**src/rtl/mem_test_pkg.sv**
```systemverilog
// Shared types and constants for the SDRAM memory test driver.
// Optional build macro: TIMEOUT_EN (request watchdog, see mem_test_driver).
package mem_test_pkg;

  typedef enum logic [2:0] {
    IDLE  = 3'd0,
    WRITE = 3'd1,
    WGAP  = 3'd2,
    READ  = 3'd3,
    RGAP  = 3'd4,
    DONE  = 3'd5
  } state_e;

  // Pattern select encodings, latched at start.
  localparam logic [1:0] MODE_ADDR = 2'd0;
  localparam logic [1:0] MODE_LFSR = 2'd1;
  localparam logic [1:0] MODE_WALK = 2'd2;
  localparam logic [1:0] MODE_ALT  = 2'd3;

  // Galois LFSR, polynomial x^32 + x^22 + x^2 + x + 1, shifting toward bit 0.
  localparam logic [31:0] LFSR_SEED = 32'h0000_0001;
  localparam logic [31:0] LFSR_TAPS = 32'h8020_0003;

  function automatic logic [31:0] lfsr_next(input logic [31:0] cur);
    return cur[0] ? ((cur >> 1) ^ LFSR_TAPS) : (cur >> 1);
  endfunction

endpackage

```
**src/rtl/mem_test_pattern.sv**
```systemverilog
// Pattern generator shared by the write and compare paths so both see
// identical data for a given address and LFSR position. Holds the LFSR.
module mem_test_pattern
  import mem_test_pkg::*;
#(
  parameter int ADDR_W = 24,
  parameter int DATA_W = 32
) (
  input  logic              clk,
  input  logic              rst,
  input  logic              seed_load,
  input  logic              advance,
  input  logic [1:0]        mode,
  input  logic [ADDR_W-1:0] address,
  output logic [DATA_W-1:0] pattern
);

  logic [31:0]       lfsr_q, lfsr_d;
  logic [ADDR_W-1:0] bit_idx;
  logic [DATA_W-1:0] walk;
  logic [DATA_W-1:0] lfsr_rep;

  // LFSR next value: reseed wins over a step.
  always_comb begin
    lfsr_d = lfsr_q;
    if (seed_load) begin
      lfsr_d = LFSR_SEED;
    end else if (advance) begin
      lfsr_d = lfsr_next(lfsr_q);
    end
  end

  // LFSR register.
  always_ff @(posedge clk) begin
    if (rst) begin
      lfsr_q <= LFSR_SEED;
    end else begin
      lfsr_q <= lfsr_d;
    end
  end

  // Pattern for the current address / LFSR position in the latched mode.
  always_comb begin
    bit_idx  = address % ADDR_W'(DATA_W);
    walk     = '0;
    lfsr_rep = '0;
    for (int i = 0; i < DATA_W; i++) begin
      walk[i]     = (bit_idx == ADDR_W'(i));
      lfsr_rep[i] = lfsr_q[5'(i % 32)];
    end
    pattern = '0;
    unique case (mode)
      MODE_ADDR: pattern = DATA_W'(address);
      MODE_LFSR: pattern = lfsr_rep;
      MODE_WALK: pattern = walk;
      MODE_ALT:  pattern = address[0] ? '0 : '1;
    endcase
  end

endmodule

```
**src/rtl/mem_test_driver.sv**
```systemverilog
// SDRAM traffic generator / self-checker on the controller user side.
// A button press writes a pattern over [START_ADDR, END_ADDR] in ADDR_STEP
// strides, reads it back and compares every word.
// Optional build macro: TIMEOUT_EN adds a request watchdog and a timeout port.
//
// Handshake: req_write / req_read are levels. Each stays high, with address
// and data_in held stable, until the controller returns a one-cycle
// write_complete / data_valid pulse; the request drops on that same edge.
// A pulse that does not match the request currently raised is ignored.
module mem_test_driver
  import mem_test_pkg::*;
#(
  parameter int                ADDR_W     = 24,
  parameter int                DATA_W     = 32,
  parameter logic [ADDR_W-1:0] START_ADDR = '0,
  parameter logic [ADDR_W-1:0] END_ADDR   = ADDR_W'(24'h00FFFF),
  parameter int unsigned       ADDR_STEP  = 1,
  parameter int                ERR_W      = 16,
  parameter int                LED_W      = 8
`ifdef TIMEOUT_EN
  , parameter int              TIMEOUT_CYCLES = 1024
`endif
) (
  input  logic              clk,
  input  logic              rst,
  input  logic              button,
  input  logic [1:0]        mode,
  output logic [ADDR_W-1:0] address,
  output logic              req_read,
  output logic              req_write,
  output logic [DATA_W-1:0] data_in,
  input  logic [DATA_W-1:0] data_out,
  input  logic              data_valid,
  input  logic              write_complete,
  output logic              done,
  output logic              error,
  output logic [ERR_W-1:0]  err_count,
  output logic [ADDR_W-1:0] fail_addr,
  output logic [LED_W-1:0]  led,
  output logic [2:0]        dbg_state
`ifdef TIMEOUT_EN
  , output logic            timeout
`endif
);

  state_e            state_q, state_d;
  logic [1:0]        mode_q, mode_d;
  logic [ADDR_W-1:0] addr_q, addr_d;
  logic [ADDR_W-1:0] fail_q, fail_d;
  logic              err_q, err_d;
  logic [ERR_W-1:0]  cnt_q, cnt_d;
  logic [2:0]        btn_sync_q, btn_sync_d;
  logic              start, last, mismatch, running;
  logic              seed_load, advance;
  logic [DATA_W-1:0] pat;

`ifdef TIMEOUT_EN
  localparam int TMO_W = $clog2(TIMEOUT_CYCLES + 1);
  logic [TMO_W-1:0] tcnt_q, tcnt_d;
  logic             tmo_q, tmo_d;
`endif

  mem_test_pattern #(
    .ADDR_W (ADDR_W),
    .DATA_W (DATA_W)
  ) u_pattern (
    .clk       (clk),
    .rst       (rst),
    .seed_load (seed_load),
    .advance   (advance),
    .mode      (mode_q),
    .address   (addr_q),
    .pattern   (pat)
  );

  // Two synchroniser stages plus one history bit for rising-edge detection.
  assign btn_sync_d = {btn_sync_q[1:0], button};
  assign start      = btn_sync_q[1] & ~btn_sync_q[2];

  // Computed one bit wider so stepping past the top of the space cannot wrap.
  assign last     = ({1'b0, addr_q} + (ADDR_W+1)'(ADDR_STEP)) > {1'b0, END_ADDR};
  assign mismatch = (data_out != pat);

  // Next-state, address walk, LFSR control and error bookkeeping.
  always_comb begin
    state_d   = state_q;
    mode_d    = mode_q;
    addr_d    = addr_q;
    fail_d    = fail_q;
    err_d     = err_q;
    cnt_d     = cnt_q;
    seed_load = 1'b0;
    advance   = 1'b0;
`ifdef TIMEOUT_EN
    tmo_d     = tmo_q;
    tcnt_d    = '0;
`endif
    unique case (state_q)
      IDLE, DONE: begin
        if (start) begin
          state_d   = WRITE;
          mode_d    = mode;
          err_d     = 1'b0;
          cnt_d     = '0;
          fail_d    = '0;
          addr_d    = START_ADDR;
          seed_load = 1'b1;
`ifdef TIMEOUT_EN
          tmo_d     = 1'b0;
`endif
        end
      end
      WRITE: begin
        if (write_complete) state_d = WGAP;
      end
      WGAP: begin
        if (last) begin
          addr_d    = START_ADDR;
          seed_load = 1'b1;
          state_d   = READ;
        end else begin
          addr_d  = addr_q + ADDR_W'(ADDR_STEP);
          advance = 1'b1;
          state_d = WRITE;
        end
      end
      READ: begin
        if (data_valid) begin
          state_d = RGAP;
          if (mismatch) begin
            err_d = 1'b1;
            if (cnt_q != '1) cnt_d = cnt_q + 1'b1;
            if (!err_q) fail_d = addr_q;
          end
        end
      end
      RGAP: begin
        if (last) begin
          addr_d    = START_ADDR;
          seed_load = 1'b1;
          state_d   = DONE;
        end else begin
          addr_d  = addr_q + ADDR_W'(ADDR_STEP);
          advance = 1'b1;
          state_d = READ;
        end
      end
      default: state_d = IDLE;
    endcase
`ifdef TIMEOUT_EN
    // Watchdog: counts cycles a request waits; any completion clears it.
    if ((state_q == WRITE && !write_complete) || (state_q == READ && !data_valid)) begin
      if (tcnt_q == TMO_W'(TIMEOUT_CYCLES - 1)) begin
        state_d = DONE;
        err_d   = 1'b1;
        tmo_d   = 1'b1;
        if (!err_q) fail_d = addr_q;
      end else begin
        tcnt_d = tcnt_q + 1'b1;
      end
    end
`endif
  end

  // State and datapath registers.
  always_ff @(posedge clk) begin
    if (rst) begin
      state_q    <= IDLE;
      mode_q     <= MODE_ADDR;
      addr_q     <= START_ADDR;
      fail_q     <= '0;
      err_q      <= 1'b0;
      cnt_q      <= '0;
      btn_sync_q <= '0;
`ifdef TIMEOUT_EN
      tcnt_q     <= '0;
      tmo_q      <= 1'b0;
`endif
    end else begin
      state_q    <= state_d;
      mode_q     <= mode_d;
      addr_q     <= addr_d;
      fail_q     <= fail_d;
      err_q      <= err_d;
      cnt_q      <= cnt_d;
      btn_sync_q <= btn_sync_d;
`ifdef TIMEOUT_EN
      tcnt_q     <= tcnt_d;
      tmo_q      <= tmo_d;
`endif
    end
  end

  assign running   = (state_q != IDLE) && (state_q != DONE);
  assign address   = addr_q;
  assign req_write = (state_q == WRITE);
  assign req_read  = (state_q == READ);
  assign data_in   = (state_q == WRITE) ? pat : '0;
  assign done      = (state_q == DONE);
  assign error     = err_q;
  assign err_count = cnt_q;
  assign fail_addr = fail_q;
  assign led       = {(LED_W-3)'(cnt_q), err_q, (state_q == DONE), running};
  assign dbg_state = state_q;
`ifdef TIMEOUT_EN
  assign timeout   = tmo_q;
`endif

endmodule

```
**config.mk**
```make
export PLATFORM = sky130hd
export DESIGN_NAME = mem_test_driver
export DESIGN_NICKNAME = d
export VERILOG_FILES = /design/src/rtl/mem_test_pkg.sv /design/src/rtl/mem_test_pattern.sv /design/src/rtl/mem_test_driver.sv
export SDC_FILE = /design/constraint.sdc
export NUM_CORES = 1
export LEC_CHECK = 0
export BUFFER_PORTS_ARGS = -buffer_cell sky130_fd_sc_hd__buf_2
export CAP_MARGIN = 20
export CORE_UTILIZATION = 49
export CTS_BUF_LIST = sky130_fd_sc_hd__clkbuf_8
export DETAILED_ROUTE_END_ITERATION = 12
export GPL_TIMING_DRIVEN = 0
export PLACE_DENSITY_LB_ADDON = 0.25
export SYNTH_ARGS = -nofsm -noshare
export SYNTH_HDL_FRONTEND = slang
export SYNTH_SLANG_ARGS = --single-unit
```
**constraint.sdc**
```tcl
create_clock -name clk -period 6.55 [get_ports clk]
set_input_delay 0.3275 -clock clk [delete_from_list [all_inputs] [get_ports clk]]
set_output_delay 0.3275 -clock clk [all_outputs]
set_load 0.02 [all_outputs]
```
==> flow_metrics.tcl, run 1 <==
set metrics [dict create \
    finalSetupViolCount 0 \
    grt_pass1_wl_um 33000 \
    critPathCaptureType "flip-flop" \
    rsz0062_at_grt "false" \
    status "finished clean" \
    finalCritPeriodShare_pct 62.5 \
    overflow 0 \
    mappedNetlistNets 853 \
    grt.met3_usage_pct 5.32 \
    synth_area_um2 6290 \
    cts_buffers 9 \
    hp-class "in2reg" \
    clk_pin_slew_ns 0.11 \
    setup_slack_ns 2.46 \
    clock-skew-final_ns 0.0224 \
    postSynthCellCount 807 \
    hold_buffers 0 \
    p_per_area_nw_per_um2 157 \
    fin_setup_tns_ns 0 \
    synth_cell_types 77 \
    cts_tree "built" \
    coreArea_um2 12600 \
    drt_first_iter_violations 898 \
    ff2ff_setup_slack_ns 2.46 \
    grtUsageTotal_pct 32.3 \
    slew_headroom_pct 50.5 \
    path_class "reg2reg" \
    antenna_found_initial 0 \
    cp_max_fo 10 \
    dieArea_um2 13300 \
    grt_use_met2_pct 50.4 \
    ys.flop_type "dfxtp_1" \
    dp_slack_ns 2.58 \
    grt_max_degree 19 \
    final_cell_area_um2 7440 \
    arrival_ns 4.42 \
    power_uw 1170 \
    timing.hold.ws_ns 0.146 \
    ys_warn_count 0 \
    drv_slew 0 \
    synth-edff-count 0 \
    synth-seq-cells 105 \
    clock_latency_ns 0.40 \
    syn_avg_cell_area_um2 7.80 \
    drt-pass1-iter-count 6 \
    holdPathStages 2 \
    maxCapViolCount 0 \
    syn2layout_area_growth_pct 18.2 \
    placed_cell_area_um2 7250 \
    die_x_um 115 \
    clock.fmax_mhz 244 \
    io_buffers 148 \
    fillers 1237 \
    root_buffer "clkbuf_8" \
    gr-usage-met1_pct 43.9 \
    async_flop_share_pct 0 \
    grt_pass1_vias 6246 \
    cts_resized 0 \
    start_util_pct 50.1 \
    htree_levels 3 \
    die_y_um 115 \
    fin_nets 1012 \
    p_leak_uw 0.00295 \
    clk_path_buf_depth 2 \
    via_per_inst 6.11 \
    fin_crit_ns 4.09 \
    post-cts-setup-buffer-count 0 \
    num_vias 6987 \
    drc 0 \
    vdd_drop_max_v 0.000164 \
    start_kind "flip-flop" \
    drt-wirelength-per-cell_um 18.6 \
    rows 41 \
    wirelength_um 21200 \
    dpl.hpwl_um 16200 \
    synth_seq_area_share_pct 33.4 \
    hold_violations 0 \
    grt-busiest-layer "met2" \
    routabilityCongestion 0.973 \
    required_ns 6.88 \
    tightest_slew_ns 0.735 \
    final_antenna_net_count 0 \
    pin_count 150 \
    clock_sinks 105 \
    drive_gt1_share_pct 22.6 \
    n_antenna_cell 0 \
    rr_worst_depth 14 \
]
[kinds of logic (layout without fill, tap and decap cells)]
| logic type | count (synthesis) | after routing | synth area share [%] |
|---|---|---|---|
| flip-flops | 105 | 105 | 33.4 |
| XOR/XNOR | 27 | 27 | 3.76 |
| multiplexers | 3 | 3 | 0.676 |
| AO/OA/AOI/OAI | 238 | 238 | 24.7 |
| AND/OR/NAND/NOR | 328 | 328 | 28.7 |
| adder cells (fa/ha/maj) | 7 | 7 | 1.39 |
| buffers and inverters | 99 | 263 | 7.36 |
[per-layer routing]
| metal | wire [µm] | share of wire [%] |
|---|---|---|
| met4 | 638 | 3.0 |
| met5 | 0 | 0 |
| met2 | 9640 | 45 |
| met3 | 1650 | 7.8 |
| met1 | 9310 | 44 |
[state kept, by name, indices dropped and copies added, names as in the netlist]
register	cells
err_count	16
u_pattern.lfsr_q	32
btn_sync_q	3
fail_addr	24
address	24
mode_q	2
error	1
dbg_state	3
[worst max-delay path, stage by stage (launching register included)]
cell,delay [ns]
dfxtp_1,0.54
clkbuf_1,0.50
inv_1,0.17
ha_1,0.28
nand4bb_1,0.19
nor3b_1,0.08
o32ai_1,0.63
a2bb2oi_1,0.21
nand3b_1,0.09
or4_4,0.55
o21ai_2,0.23
buf_6,0.18
buf_6,0.15
o21ai_1,0.08
a21oi_1,0.15
[area by class of cell]
class                           count  area (µm²)  share of cell area [%]
Clock buffer                       10         138                    1.85
Tap cell                          172         215                    2.89
Inverter                           23        86.3                    1.16
Sequential cell                   105        2100                    28.3
Clock inverter                      6        50.0                   0.673
Timing Repair Buffer              148         741                    9.96
Multi-Input combinational cell    603        3730                    50.1
Buffer                             76         377                    5.06
[power breakdown]
group / leakage [µW] / total, µW / switching [µW] / internal [µW]
combinational: 0.00201 / 129 / 86.9 / 42.1
sequential: 0.000846 / 643 / 2.68 / 641
clock: 0.0000952 / 398 / 244 / 154
total: 0.00295 / 1170 / 334 / 837
[Yosys cell counts, types with 4 or more instances]
master	count	area share (%)
or3_1	5	0.50
xnor2_1	14	1.9
o2111ai_1	4	0.56
ha_1	7	1.4
nand2b_1	12	1.2
nand4b_1	10	1.4
and2_1	10	0.99
o21ai_0	56	4.5
nor3_1	15	1.2
xor2_1	13	1.8
nand4_1	39	3.9
o22ai_1	11	1.1
dfxtp_1	105	33
a21o_1	5	0.60
inv_1	21	1.3
buf_4	10	1.2
a21oi_1	71	5.6
nand2_1	62	3.7
and3_1	17	1.7
nand3b_1	4	0.48
o21ai_1	12	0.95
a22o_1	22	3.1
buf_1	4	0.24
o221ai_1	6	0.84
a31oi_1	11	1.1
nor3b_1	7	0.84
clkbuf_1	39	2.3
or4_1	5	0.60
buf_2	17	1.4
nand3_1	31	2.5
nor4_1	7	0.70
nor2_1	61	3.6
nor2b_1	22	2.2
buf_6	4	0.72
a221oi_1	4	0.56
[path summary, 6_finish.rpt]
kind	from	end
worst max-delay path	address[0]	err_count[3]
worst min-delay path	button	btn_sync_q[0]
worst min register to register	u_pattern.lfsr_q[25]	u_pattern.lfsr_q[24]
worst max register to register	address[0]	err_count[3]
[per-stage QoR]
stage / cells / utilization [%]
after CTS: 1143 / 59.2
final: 1143 / 59.2
after detailed placement: 1127 / 57.7
after global placement: 1127 / 57.7
after global routing: 1143 / 59.2
after floorplan: 807 / -
[layout by cell type (no fill, tap or decap), types with 6 or more instances in the layout]
master    Yosys  routed
a22o_1       22      22
and2_1       10      10
xor2_1       13      13
o21ai_1      12      12
nor2b_1      22      22
o221ai_1      6       6
nand4b_1     10      10
buf_4        10      10
nor2_1       61      61
clkbuf_8      0      10
dfxtp_1     105     105
a21oi_1      71      71
xnor2_1      14      14
o21ai_0      56      56
inv_1        21      21
o22ai_1      11      11
nor3b_1       7       7
a31oi_1      11      11
buf_2        17     165
nor4_1        7       7
clkbuf_1     39      39
nand2_1      62      62
nand3_1      31      31
nor3_1       15      15
and3_1       17      17
nand4_1      39      39
nand2b_1     12      12
ha_1          7       7
No activity file was read; power rests on OpenSTA's default activity.
==> run 2, diff against run 1 <==
- ABC_AREA: not set -> 1
- clock period: 6.55 -> 4.15 ns (I/O delays scaled with it)
==> run 2 against run 1 <==
Effect of this change:
- area after synthesis increased by 11%
- die area is 11% higher
- design area up 10%
- clock-buffer cell count shrank 1
- clock power up 81%
- global-route usage shrank 3.2 points
- wire length is 0.49% higher
- final cell count rose by 37%
- clock skew is 0.0032 ns lower
- fmax increased by 22%
- register-to-register slack worse by 1.7 ns
- largest power group is now combinational logic
- highest routed layer unchanged
==> flow_metrics.tcl, run 2 <==
set metrics [dict create \
    post-cts-setup-buffer-count 0 \
    reg2reg_to "u_pattern.lfsr_q[26]" \
    wirelength_um 21300 \
    grtUsageTotal_pct 29.1 \
    finalSetupViolCount 0 \
    finalCritPeriodShare_pct 80.9 \
    root_buffer "clkbuf_8" \
    pin_count 150 \
    antenna_found_initial 0 \
    rr_worst_depth 15 \
    clock_sinks 105 \
    clock.fmax_mhz 298 \
    hp-class "in2reg" \
    drt_first_iter_violations 552 \
    slew_headroom_pct 51.0 \
    fin_setup_tns_ns 0 \
    drive_gt1_share_pct 15.5 \
    holdPathStages 3 \
    top_register "u_pattern.lfsr_q" \
    largest_register_ffs 32 \
    worstHoldStart "button" \
    synth_top_area_cell "dfxtp_1" \
    dpl.hpwl_um 16900 \
    final_common_cell "nand2_1" \
    clk_pin_slew_ns 0.10 \
    p_per_area_nw_per_um2 522 \
    cts_resized 0 \
    drt-wirelength-per-cell_um 13.6 \
    synth_cell_types 33 \
    ys_warn_count 0 \
    via_per_inst 5.13 \
    syn2layout_area_growth_pct 17.1 \
    rsz0062_at_grt "false" \
    grt_pass1_vias 6897 \
    p_leak_uw 0.00408 \
    io_buffers 149 \
    yosys-top-cells-count "nand2_1, inv_1, nor2_1" \
    vdd_drop_max_v 0.000393 \
    hold_buffers 0 \
    yosysTopAreaCellShare_pct 30.1 \
    drc 0 \
    hold_violations 0 \
    final_antenna_net_count 0 \
    ys.flop_type "dfxtp_1" \
    clock_latency_ns 0.40 \
    fin_crit_ns 3.36 \
    maxCapViolCount 0 \
    grt_pass1_wl_um 33600 \
    synth-seq-cells 105 \
    start_util_pct 50.3 \
    overflow 0 \
    dieArea_um2 14700 \
    synth_area_leaders "dfxtp_1, nand2_1, inv_1" \
    status "finished clean" \
    htree_levels 3 \
    start_kind "flip-flop" \
    arrival_ns 3.64 \
    cts_buffers 9 \
    cts_tree "built" \
    die_x_um 121 \
    clk_path_buf_depth 2 \
    coreArea_um2 13900 \
    critPathCaptureType "flip-flop" \
    fin_nets 1428 \
    tightest_slew_ns 0.734 \
    final_util_pct 58.9 \
    die_y_um 121 \
    synth_area_um2 6980 \
    n_antenna_cell 0 \
    cp_max_fo 10 \
    syn_avg_cell_area_um2 5.71 \
    required_ns 4.43 \
    async_flop_share_pct 0 \
    drt-pass1-iter-count 5 \
    layout_common_cells "nand2_1, buf_2, inv_1, nor2_1, dfxtp_1" \
    postSynthCellCount 1222 \
    mappedNetlistNets 1268 \
    hold_path_end "btn_sync_q[0]" \
    clock-skew-final_ns 0.0192 \
    rr_startpoint "address[0]" \
    synth-edff-count 0 \
    yosysMostFrequentCell "nand2_1" \
    fillers 1418 \
    synth_seq_area_share_pct 30.1 \
    drv_slew 0 \
    grt_max_degree 19 \
    ff2ff_setup_slack_ns 0.79 \
    num_vias 8040 \
    path_class "reg2reg" \
    rows 43 \
    routabilityCongestion 1.00 \
]
==> run 2: routing by layer <==
metal  GRT usage (%)  wire length (µm)
met1            36.7              9340
met2            49.3             10100
met3            4.75              1200
met4            11.3               716
met5               0                 0
==> run 2: area by class of cell <==
type / instances / area [µm²] / area share, %
tap: 180 / 225 / 2.75
clock inverter: 7 / 101 / 1.24
sequential: 105 / 2100 / 25.7
clock buffer: 9 / 124 / 1.51
multi-input combinational: 894 / 3980 / 48.6
timing repair buffer: 149 / 746 / 9.12
inverter: 163 / 612 / 7.48
buffer: 60 / 294 / 3.59
==> run 2: logic make-up (layout without fill, tap and decap cells) <==
logic type	after synthesis	in the layout	synth area share, %
AOI/OAI and AO/OA	91	91	6.83
xor gates and xnor gates	6	6	0.753
adders and majority gates	7	7	1.25
buffers and inverters	223	388	13.0
DFF	105	105	30.1
and+or+nand+nor	790	790	48.1
==> run 2: worst max-delay path by stage <==
stage                           from                    to  slack, ns
after global routing      address[0]  u_pattern.lfsr_q[16]       0.45
after floorplan           address[0]            address[5]       1.44
after global placement    address[0]          err_count[6]       0.89
after detailed placement  address[0]          err_count[9]       0.86
after CTS                 address[0]          err_count[9]       0.85
final                     address[0]  u_pattern.lfsr_q[26]       0.79
==> run 2: through the flow <==
| step | instances | setup slack (ns) | area [µm²] | hold WS (ns) | power (µW) |
|---|---|---|---|---|---|
| after global placement | 1551 | 0.894 | 7950 | 0.391 | 3510 |
| after floorplan | 1222 | 1.44 | 6980 | 0.314 | 2950 |
| after detailed placement | 1551 | 0.858 | 7950 | 0.407 | 3550 |
| after global routing | 1567 | 0.453 | 8180 | 0.0310 | 4630 |
| final | 1567 | 0.791 | 8180 | 0.0370 | 4270 |
| after CTS | 1567 | 0.851 | 8180 | 0.0164 | 4270 |
==> run 2: where the power goes <==
| group | internal (µW) | switching (µW) | leakage (µW) |
|---|---|---|---|
| clock | 346 | 376 | 0.000112 |
| combinational | 741 | 1530 | 0.00311 |
| sequential | 1160 | 116 | 0.000854 |
==> run 2: critical path, stage by stage, from the launching register on <==
cell and delay, ns:
dfxtp_1 0.58, ha_1 0.30, inv_1 0.13, nor2_2 0.32, ha_1 0.33, nor3b_1 0.20
nand3_1 0.11, nor2_1 0.10, nand2_1 0.07, nor2_1 0.10, nand3_1 0.16, nand2_1 0.14
nand2_1 0.08, nand4_1 0.29, buf_2 0.28, a21oi_1 0.07
